**config.mk**
```make
export PLATFORM = sky130hd
export DESIGN_NAME = sync_fifo_flex
export DESIGN_NICKNAME = d
export VERILOG_FILES = /design/src/rtl/sync_fifo_flex.sv
export SDC_FILE = /design/constraint.sdc
export NUM_CORES = 1
export LEC_CHECK = 0
export BUFFER_PORTS_ARGS = -buffer_cell sky130_fd_sc_hd__buf_4
export CORE_UTILIZATION = 50
export CTS_BUF_LIST = sky130_fd_sc_hd__clkbuf_8 sky130_fd_sc_hd__clkbuf_16
export DETAILED_ROUTE_END_ITERATION = 8
export HOLD_SLACK_MARGIN = 0.06
export PLACE_DENSITY = 0.67
export SETUP_SLACK_MARGIN = 0.05
export SLEW_MARGIN = 20
export SYNTH_ARGS = -nofsm -noshare
export SYNTH_HDL_FRONTEND = slang
export SYNTH_SLANG_ARGS = --single-unit
```
**constraint.sdc**
```tcl
create_clock -name clk -period 12.07 [get_ports clk]
set_clock_uncertainty 0.1 [all_clocks]
set_input_delay 0 -clock clk [delete_from_list [all_inputs] [get_ports clk]]
set_output_delay 0 -clock clk [all_outputs]
set_load 0.02 [all_outputs]
```
**src/rtl/sync_fifo_flex.sv**
```systemverilog
// sync_fifo_flex: single-clock FIFO with occupancy count, almost flags, flush and sticky error flags.
// Define SYNC_FIFO_FWFT_EN for first-word-fall-through reads; otherwise rdata is registered.
module sync_fifo_flex #(
  parameter int WIDTH     = 8,
  parameter int ADDR      = 4,
  parameter int AFULL_TH  = (1 << ADDR) - 2,
  parameter int AEMPTY_TH = 2
) (
  input  logic             clk,
  input  logic             rst_n,
  input  logic             flush,
  input  logic             wen,
  input  logic [WIDTH-1:0] wdata,
  input  logic             ren,
  input  logic             err_clr,
  output logic [WIDTH-1:0] rdata,
  output logic             rvalid,
  output logic             empty,
  output logic             full,
  output logic             almost_empty,
  output logic             almost_full,
  output logic [ADDR:0]    count,
  output logic             overflow,
  output logic             underflow
);
  localparam int DEPTH = 1 << ADDR;
  localparam logic [ADDR:0] DEPTH_C = {1'b1, {ADDR{1'b0}}};
  localparam logic [ADDR:0] AF_C = AFULL_TH[ADDR:0];
  localparam logic [ADDR:0] AE_C = AEMPTY_TH[ADDR:0];
  logic [WIDTH-1:0] mem_q [DEPTH];
  logic [ADDR:0]    wptr_q, wptr_d, rptr_q, rptr_d;
  logic             ovf_q, ovf_d, unf_q, unf_d;
  logic             wr_acc, rd_acc;
  // Pointers carry a wrap bit so full and empty differ even when the indices match.
  assign count        = wptr_q - rptr_q;
  assign empty        = count == '0;
  assign full         = count == DEPTH_C;
  assign almost_empty = count <= AE_C;
  assign almost_full  = count >= AF_C;
  assign wr_acc       = wen && !full && !flush;
  assign rd_acc       = ren && !empty && !flush;
  assign overflow     = ovf_q;
  assign underflow    = unf_q;
  always_comb begin
    wptr_d = flush ? '0 : wptr_q + {{ADDR{1'b0}}, wr_acc};
    rptr_d = flush ? '0 : rptr_q + {{ADDR{1'b0}}, rd_acc};
    ovf_d  = (wen && full && !flush) || (ovf_q && !err_clr);
    unf_d  = (ren && empty && !flush) || (unf_q && !err_clr);
  end
  always_ff @(posedge clk or negedge rst_n) begin
    if (!rst_n) begin
      wptr_q <= '0;
      rptr_q <= '0;
      ovf_q  <= 1'b0;
      unf_q  <= 1'b0;
    end else begin
      wptr_q <= wptr_d;
      rptr_q <= rptr_d;
      ovf_q  <= ovf_d;
      unf_q  <= unf_d;
    end
  end
  always_ff @(posedge clk) begin
    if (wr_acc) mem_q[wptr_q[ADDR-1:0]] <= wdata;
  end
`ifdef SYNC_FIFO_FWFT_EN
  assign rdata  = mem_q[rptr_q[ADDR-1:0]];
  assign rvalid = !empty;
`else
  logic [WIDTH-1:0] rdata_q, rdata_d;
  logic             rvalid_q;
  assign rdata_d = rd_acc ? mem_q[rptr_q[ADDR-1:0]] : rdata_q;
  always_ff @(posedge clk or negedge rst_n) begin
    if (!rst_n) begin
      rdata_q  <= '0;
      rvalid_q <= 1'b0;
    end else begin
      rdata_q  <= rdata_d;
      rvalid_q <= rd_acc;
    end
  end
  assign rdata  = rdata_q;
  assign rvalid = rvalid_q;
`endif
endmodule

```
# Word level (Yosys, flattened, before mapping)
# Memory sizes are Yosys's and may differ from the RTL's. A register that Yosys moved wholly into a read port is not among the register bits.
# Cells that the tools add are included.
dict set report word_totals {
  ramBits 128
  regBits 13
  input_bits 14
  word_cells 34
  mem_count 1
  output_inout_bits 20
}
dict set report classes {
  magnitude_cmp 2
  n_eq_ne 1
  mux 4
  addsub 3
  n_reduce_logical 18
}
# name words word_bits rd rd_ports_with_merged_regs write_ports line_no
set memory_table {}
lappend memory_table {mem_q 16 8 1 1 1 30} ;# logic [WIDTH-1:0] mem_q [DEPTH];
# op count
set op_table {}
lappend op_table {{5-bit by 1-bit adder with 5-bit output} 2}
lappend op_table {{1-bit logical AND} 10}
lappend op_table {{5-bit two-way mux} 2}
lappend op_table {{5-bit equality test (second input constant)} 1}
lappend op_table {{5-bit by 4-bit >= comparator with 1-bit output (second input constant)} 1}
lappend op_table {{5-bit by 2-bit less-or-equal comparator with 1-bit output (second input constant)} 1}
lappend op_table {{1-bit logical NOT} 5}
lappend op_table {{5-bit logical NOT} 1}
lappend op_table {{5-bit subtractor} 1}
lappend op_table {{1-bit logical OR} 2}
lappend op_table {{1-bit two-way mux} 2}

# Longest topological paths before layout
# Gate-level depths: netlist of run 1.
dict set report depth {
  depth_word 7
  depth_mapped 16
  mapped_depth_nobuf 14
}

# Worst setup path after synthesis of run 1
# Ideal clock, no wire load.
dict set report synth_timing {
  path_type {reg-to-reg}
  from {reg rptr_q[1]}
  to {mem mem_q[1][0] (enable)}
  setup_time_ps 395
  slack_ps 7977
  arrival_ps 3598
  required_time_ps 11575
  path_buffers 3
  period_less_slack_ps 4093
  stages_incl_launch_ff 10
  path_cell_list {dfrtp_1 -> clkbuf_1 -> buf_1 -> inv_1 -> fa_1 -> xor2_1 -> nor2_1 -> a311o_1 -> buf_2 -> nor4_1}
}
dict set report synth_via {
  elab_chain_len 7
}
# item line_no
set synth_lines {}
lappend synth_lines {{start, declared} 31} ;# logic [ADDR:0] wptr_q, wptr_d, rptr_q, rptr_d;
lappend synth_lines {{start signal, assigned} 58} ;# rptr_q <= rptr_d;
lappend synth_lines {{5-bit subtractor} 35} ;# assign count = wptr_q - rptr_q;
lappend synth_lines {{net count[2]} 22} ;# output logic [ADDR:0] count,
lappend synth_lines {{5-bit equality test} 37} ;# assign full = count == DEPTH_C;
lappend synth_lines {{1-bit logical NOT} 40} ;# assign wr_acc = wen && !full && !flush;
lappend synth_lines {{1-bit logical AND (2 in a row)} 40}
lappend synth_lines {{1-bit two-way mux} 64} ;# if (wr_acc) mem_q[wptr_q[ADDR-1:0]] <= wdata;
lappend synth_lines {{1-bit two-way mux (implied by the code)} 64}
lappend synth_lines {{end, declared} 30}
# The timed path passes the listed nets, and every way through them passes these cells.

# Worst setup path in the final report of run 1
dict set report layout_timing {
  from {reg rptr_q[0]}
  to {reg wptr_q[4]}
}
dict set report layout_via {
  elab_chain_len 7
}
# item line_no
set layout_lines {}
lappend layout_lines {{5-bit subtractor} 35}
lappend layout_lines {{5-bit equality test} 37}
lappend layout_lines {{1-bit logical NOT} 40}
lappend layout_lines {{1-bit logical AND (2 in a row)} 40}
lappend layout_lines {{5-bit by 1-bit adder with 5-bit output} 45} ;# wptr_d = flush ? '0 : wptr_q + {{ADDR{1'b0}}, wr_acc};
lappend layout_lines {{5-bit two-way mux} 45}
lappend layout_lines {{net wptr_d[4]} 31}
lappend layout_lines {{end signal, assigned} 57} ;# wptr_q <= wptr_d;
lappend layout_lines {{end, declared} 31}
# The timed path passes the listed nets, and every way through them passes these cells.

==> results of run 1 <==
[metrics by stage]
stage,utilization,instances
CTS,0.6164,526
floorplan,-,314
detailed placement,0.5557,479
global route,0.6194,526
finish,0.6194,526
global placement,0.5557,479
[repair_timing]
item                                   4_1_cts  5_1_grt
setup buffers                                0        0
hold buffers                                15        0
endpoints found under the hold margin      162        0
[synth_stat cells]
cell and number:
clkbuf_1 7, xnor2_1 6, nor3_1 9, a2111oi_0 1, o41ai_4 1, ha_1 8, nor2b_1 5, and3_1 1
mux2_2 8, fa_1 1, nand2b_1 4, nand3_1 3, o21ai_1 1, or4_1 1, a22o_1 2, a21o_1 1
a31o_2 1, nor4_1 7, xor2_1 4, edfxtp_1 128, dfrtp_1 21, nor2_1 13, buf_2 4, a311o_1 1
inv_1 11, a21oi_1 1, a22oi_1 16, a21oi_2 1, buf_6 1, mux4_2 32, buf_1 1, nand2_1 13
[worst paths after layout]
kind	to	slack (ps)	cells after the start
setup / recovery	wptr_q[4]	7700	14
hold / removal	wptr_q[1]	80	3
setup reg to reg	wptr_q[4]	7700	14
hold reg to reg	rdata[0]	410	1
max in group asynchronous	rptr_q[0]	11410	3
min in group clk	wptr_q[1]	310	3
[final cells by class]
class / count / area share
well taps: 143 / 0.02508
flip-flops and latches: 149 / 0.6127
inverters: 11 / 0.005788
clock buffers: 19 / 0.06350
multi-input cells: 141 / 0.2224
clock inverters: 13 / 0.01333
repair buffers: 50 / 0.05718
[kinds of logic (layout without fill, tap and decap cells)]
family          count (synthesis)  count (layout)  synth area share
xor+xnor                       10              10           0.01464
simple gates                   56              56           0.04540
buf+inv                        24              93           0.01716
flops                         149             149            0.7305
mux                            40              40            0.1356
fa+ha+maj                       9               9           0.02008
compound gates                 26              26           0.03661
[registers in the layout (all words and copies together), names as in the netlist]
name and cells:
mem_q 128, overflow 1, rvalid 1, wptr_q 5, underflow 1, rdata 8, rptr_q 5
[tightest hold or removal path, cell delays in order]
cell and delay [ps]:
dlygate4sd3_1 530, buf_4 100, buf_2 440
[power by group through the flow]
stage | clock (W) | combinational (W) | sequential, W
after floorplan | 0 | 0.000153 | 0.000625
after global placement | 0 | 0.000261 | 0.000605
after detailed placement | 0 | 0.000263 | 0.000606
after CTS | 0.000488 | 0.000269 | 0.000595
after global routing | 0.000510 | 0.000288 | 0.000598
final | 0.000484 | 0.000267 | 0.000596
[metal layers]
| layer | GRT usage | vias to the layer above |
|---|---|---|
| li1 | - | 1371 |
| met1 | 0.3073 | 1573 |
| met2 | 0.3279 | 126 |
| met3 | 0.06641 | 26 |
| met4 | 0.1153 | 0 |
| met5 | 0 | - |
==> flow_summary.json, run 1 <==
{
  "crit_path_start": "rptr_q[0]",
  "wl_mm": 12.35,
  "register_area_mm2": 0.004370,
  "worstHoldPathType": "input port to async pin",
  "swShare": 0.2602,
  "ys_top_cells_by_area": "edfxtp_1 (64%), mux4_2 (12%), dfrtp_1 (8.8%), a22oi_1 (2.0%), ha_1 (1.7%)",
  "pwr-share-comb": 0.199,
  "crit_chain": "buf_4 > ha_1 > inv_1 > fa_1 > a21o_1 > a21oi_2 > xnor2_1 > a311o_1 > inv_1 > ha_1 > ha_1 > nand3_1 > xor2_1 > nor2_1",
  "yosysSeqAreaShare": 0.7305,
  "report.power.total_w": 0.001347,
  "io_pins": 34,
  "critPathTopFamily": "compound AO/OA/AOI/OAI gates",
  "cts_buffers": 17,
  "worst_path_largest_cell_delay_ps": 990,
  "die_x_um": 111.4,
  "htree_levels": 4,
  "syn-cell-area_mm2": 0.005981,
  "drtPass1Iterations": 7,
  "cts_max_path_buffers": 2,
  "wl_per_cell_um": 23.47,
  "final_cell_mix": "edfxtp_1 (128), buf_4 (35), mux4_2 (32)",
  "worst_setup_path_end_kind": "register",
  "drv_cap": 0,
  "drtAntennaViolNets": 0,
  "avgSynthCellArea_um2": 19.05,
  "synth_top_area_frac": 0.6427,
  "crit_buf_inv": 3,
  "cp_max_fo": 34,
  "grt_pass1_wl_mm": 19.43,
  "setup_tns_ps": 0,
  "synth_top_area_cell": "edfxtp_1",
  "p_int_w": 0.0009967,
  "synth_fp_nets": 337,
  "whs_ps": 76.82,
  "synth-seq-cells": 149,
  "timing.fmax_mhz": 228.7,
  "nets": 393,
  "placed_area_mm2": 0.006400,
  "multiInputGateArea_mm2": 0.001587,
  "hold_viol_final": 0,
  "synth.distinct_cells": 32,
  "synthToLayoutAreaGrowth_pct": 19.27,
  "clock-sinks": 149,
  "required_ps": 12280,
  "insertion_delay_ps": 430,
  "fin_crit_ps": 4372,
  "place_congestion": 0.7611,
  "leakagePower_nw": 2.465,
  "antenna_found_initial": 0,
  "drive_gt1_frac": 0.3211,
  "post-route-drc-count": 10,
  "cts_tree": "done",
  "std_cell_rows": 39,
  "maxSlewHeadroom": 0.2866,
  "routed_via_density": 5.886,
  "clockPowerShare": 0.359,
  "violations": "design-rule violations",
  "worst_slack_ps": 7698,
  "cts_root_buf": "clkbuf_16",
  "final_common_cell": "edfxtp_1",
  "cts_resized": 0,
  "core_area_mm2": 0.01152,
  "die_h_um": 111.4,
  "critical_path_arrival_ps": 4580,
  "powerDensity_mw_per_mm2": 188.9,
  "grt_pass1_vias": 3275,
  "final_cell_area_mm2": 0.007133,
  "port_buffers": 33,
  "grt_usage": 0.2237,
  "yosysWarnings": 0,
  "seqPwrFrac": 0.442,
  "dp_hpwl_mm": 7.738,
  "r2r-start": "rptr_q[0]",
  "fin_crit_sh": 0.3622,
  "setup-violations-final": 0,
  "wl_met1_mm": 5.272,
  "topRoutingLayerUsed": "met4",
  "overflow": 0,
  "slew_viol_final": 0,
  "die-area_mm2": 0.01240,
  "grt_setup_unrepaired": "false",
  "dr_wl_met3_um": 825,
  "worstSetupPathType": "register to register",
  "start_util": 0.5193,
  "worst_pin_slew_ps": 1062,
  "fillers": 804,
  "startpoint_type": "register",
  "path_clk_slew_ps": 60,
  "p_switching_w": 0.0003506,
  "status": "complete, but fails checks",
  "wl_met2_mm": 5.844,
  "diodes": 0,
  "dpl_worst_slack_ps": 7571,
  "grt_start_max_net_pins": 36,
  "slowest_stage": "a311o_1",
  "vias": 3096,
  "netlist_instances": 314,
  "peakVddDrop_v": 0.0001102,
  "cpMostUsedCell": "ha_1",
  "initialDrtViolationCount": 243
}
No activity file was read; power rests on OpenSTA's default activity.
==> inputs of run 2 (changes only) <==
==> constraint.sdc (replaced) <==
create_clock -name clk -period 4.4 [get_ports clk]
set_clock_uncertainty 0.1 [all_clocks]
set_input_delay 0 -clock clk [delete_from_list [all_inputs] [get_ports clk]]
set_output_delay 0 -clock clk [all_outputs]
set_load 0.02 [all_outputs]
==> run 2 against run 1 <==
The flow still finishes with violations (design-rule violations). Sequential share of layout area decreased by 0.91 points. Hold slack improved by 250 ps. Via count grew 2.9%. First-iteration DRC count increased by 16%. Power rose to 2.7 times the previous value.
==> flow_summary.json, run 2 (synthesis results as in run 1) <==
{
  "status": "complete, but fails checks",
  "violations": "design-rule violations",
  "largest_register_ffs": 128,
  "overflow": 0,
  "synthToLayoutAreaGrowth_pct": 21.07,
  "final_common_cell": "edfxtp_1",
  "cts_buffers": 17,
  "final_cell_mix": "edfxtp_1 (128), buf_4 (52), mux4_2 (32)",
  "cts_tree": "done",
  "antenna_found_initial": 0,
  "die_x_um": 111.4,
  "grt_pass1_wl_mm": 19.18,
  "worst_setup_path_end_kind": "register",
  "dp.cells": 496,
  "cp_max_fo": 17,
  "drive_gt1_frac": 0.3242,
  "worst_slack_ps": 967.3,
  "path_clk_slew_ps": 60,
  "grt_setup_unrepaired": "false",
  "startpoint_type": "register",
  "start_util": 0.5193,
  "powerDensity_mw_per_mm2": 508.6,
  "fin_crit_ps": 3433,
  "place_congestion": 0.8060,
  "r2r_end": "wptr_q[4]",
  "min_to": "rptr_q[0]",
  "stdcell_count": 544,
  "reg2reg_slack_ps": 970,
  "cts_root_buf": "clkbuf_16",
  "grt_pass1_vias": 3375,
  "r2r-start": "wptr_q[0]",
  "core_area_mm2": 0.01152,
  "htree_levels": 4,
  "setup_tns_ps": 0,
  "vias": 3186,
  "initialDrtViolationCount": 282,
  "die-area_mm2": 0.01240,
  "timing.fmax_mhz": 291.3,
  "dp_hpwl_mm": 7.686,
  "setup-violations-final": 0,
  "die_h_um": 111.4,
  "io_pins": 34,
  "wl_per_cell_um": 22.08,
  "hold_path_depth": 3,
  "routed_via_density": 5.857,
  "clock-sinks": 149,
  "diodes": 0,
  "drv_cap": 0,
  "fin_crit_sh": 0.7802,
  "required_ps": 4600,
  "cts_max_path_buffers": 2,
  "leakagePower_nw": 2.534,
  "grt_start_max_net_pins": 35,
  "port_buffers": 33,
  "insertion_delay_ps": 420,
  "drtAntennaViolNets": 0,
  "hold_viol_final": 0,
  "critical_path_arrival_ps": 3630,
  "maxSlewHeadroom": 0.4616,
  "worstSetupPathType": "register to register",
  "post-route-drc-count": 10,
  "worstHoldPathType": "input port to register",
  "peakVddDrop_v": 0.0004205,
  "grt_usage": 0.2155,
  "wl_mm": 12.01,
  "r2r_cells": 15,
  "dpl_worst_slack_ps": 995.7,
  "std_cell_rows": 39,
  "worst_pin_slew_ps": 804.6,
  "nets": 411,
  "drtPass1Iterations": 7,
  "post-route-util": 0.6287,
  "hp-start": "flush",
  "slew_viol_final": 0
}
## run 2: changes by cell type in the layout (fill, tap and decap cells not counted), sizes merged
cell         delta
inv             -2
dlygate4sd3     +1
clkbuf          -2
buf            +17
clkinv          +1
clkinvlp        +3
## run 2: cell type report
cell class                 count  area [um^2]
tap                          143        178.9
inverter                      11        41.29
timing repair buffer          68        560.5
multi-input combinational    141         1546
clock buffer                  17        425.4
sequential                   149         4370
fill                         803         4275
clock inverter                15        117.6
## run 2: where the power goes
part	internal, W	switching [W]
Clock	0.000766	0.000537
Combinational	0.000349	0.000396
Sequential	0.00160	0.0000345
## run 2: how the worst max path moves through the flow
| stage | to | startpoint | depth (start not counted) | slack, ps |
|---|---|---|---|---|
| after floorplan | mem_q[1][0] | rptr_q[1] | 9 | 310 |
| after global placement | mem_q[0][1] | wptr_q[0] | 9 | 1130 |
| after detailed placement | wptr_q[4] | wptr_q[0] | 15 | 1000 |
| after CTS | wptr_q[4] | wptr_q[0] | 15 | 970 |
| after global routing | wptr_q[4] | wptr_q[0] | 15 | 680 |
| final | wptr_q[4] | wptr_q[0] | 15 | 970 |
## run 2: per-layer routing
layer	GRT usage	up-vias	part of all wire
met2	0.3429	108	0.50
li1	-	1413	-
met4	0.07117	0	0.0099
met1	0.2978	1654	0.44
met5	0	-	0
met3	0.05063	11	0.049
## run 2: through the flow
step,hold WS [ps],instance area (um^2),total power [W]
2_1_floorplan,-395.6,5981,0.002132
3_3_place_gp,-185.0,6528,0.002380
3_5_place_dp,-179.9,6528,0.002394
4_1_cts,289.8,7241,0.003718
5_1_grt,321.5,7241,0.003826
6_report,322.5,7241,0.003683
## run 2: critical path: stages, from the launching register on
cell     delay [ps]
dfrtp_1         480
inv_1           120
ha_1            170
inv_1            50
fa_1            400
a21o_1          210
a21oi_2         150
xnor2_1         330
a311o_1         270
buf_4           230
inv_1            70
ha_1            200
ha_1            210
nand3_1         110
xor2_1          170
nor2_1           50
## run 2: what timing repair did
| item | in CTS | in global routing |
|---|---|---|
| hold endpoints to repair | 162 | 0 |
| hold buffers | 16 | 0 |
| setup buffers | 0 | 0 |
| gates resized for setup | 0 | 0 |
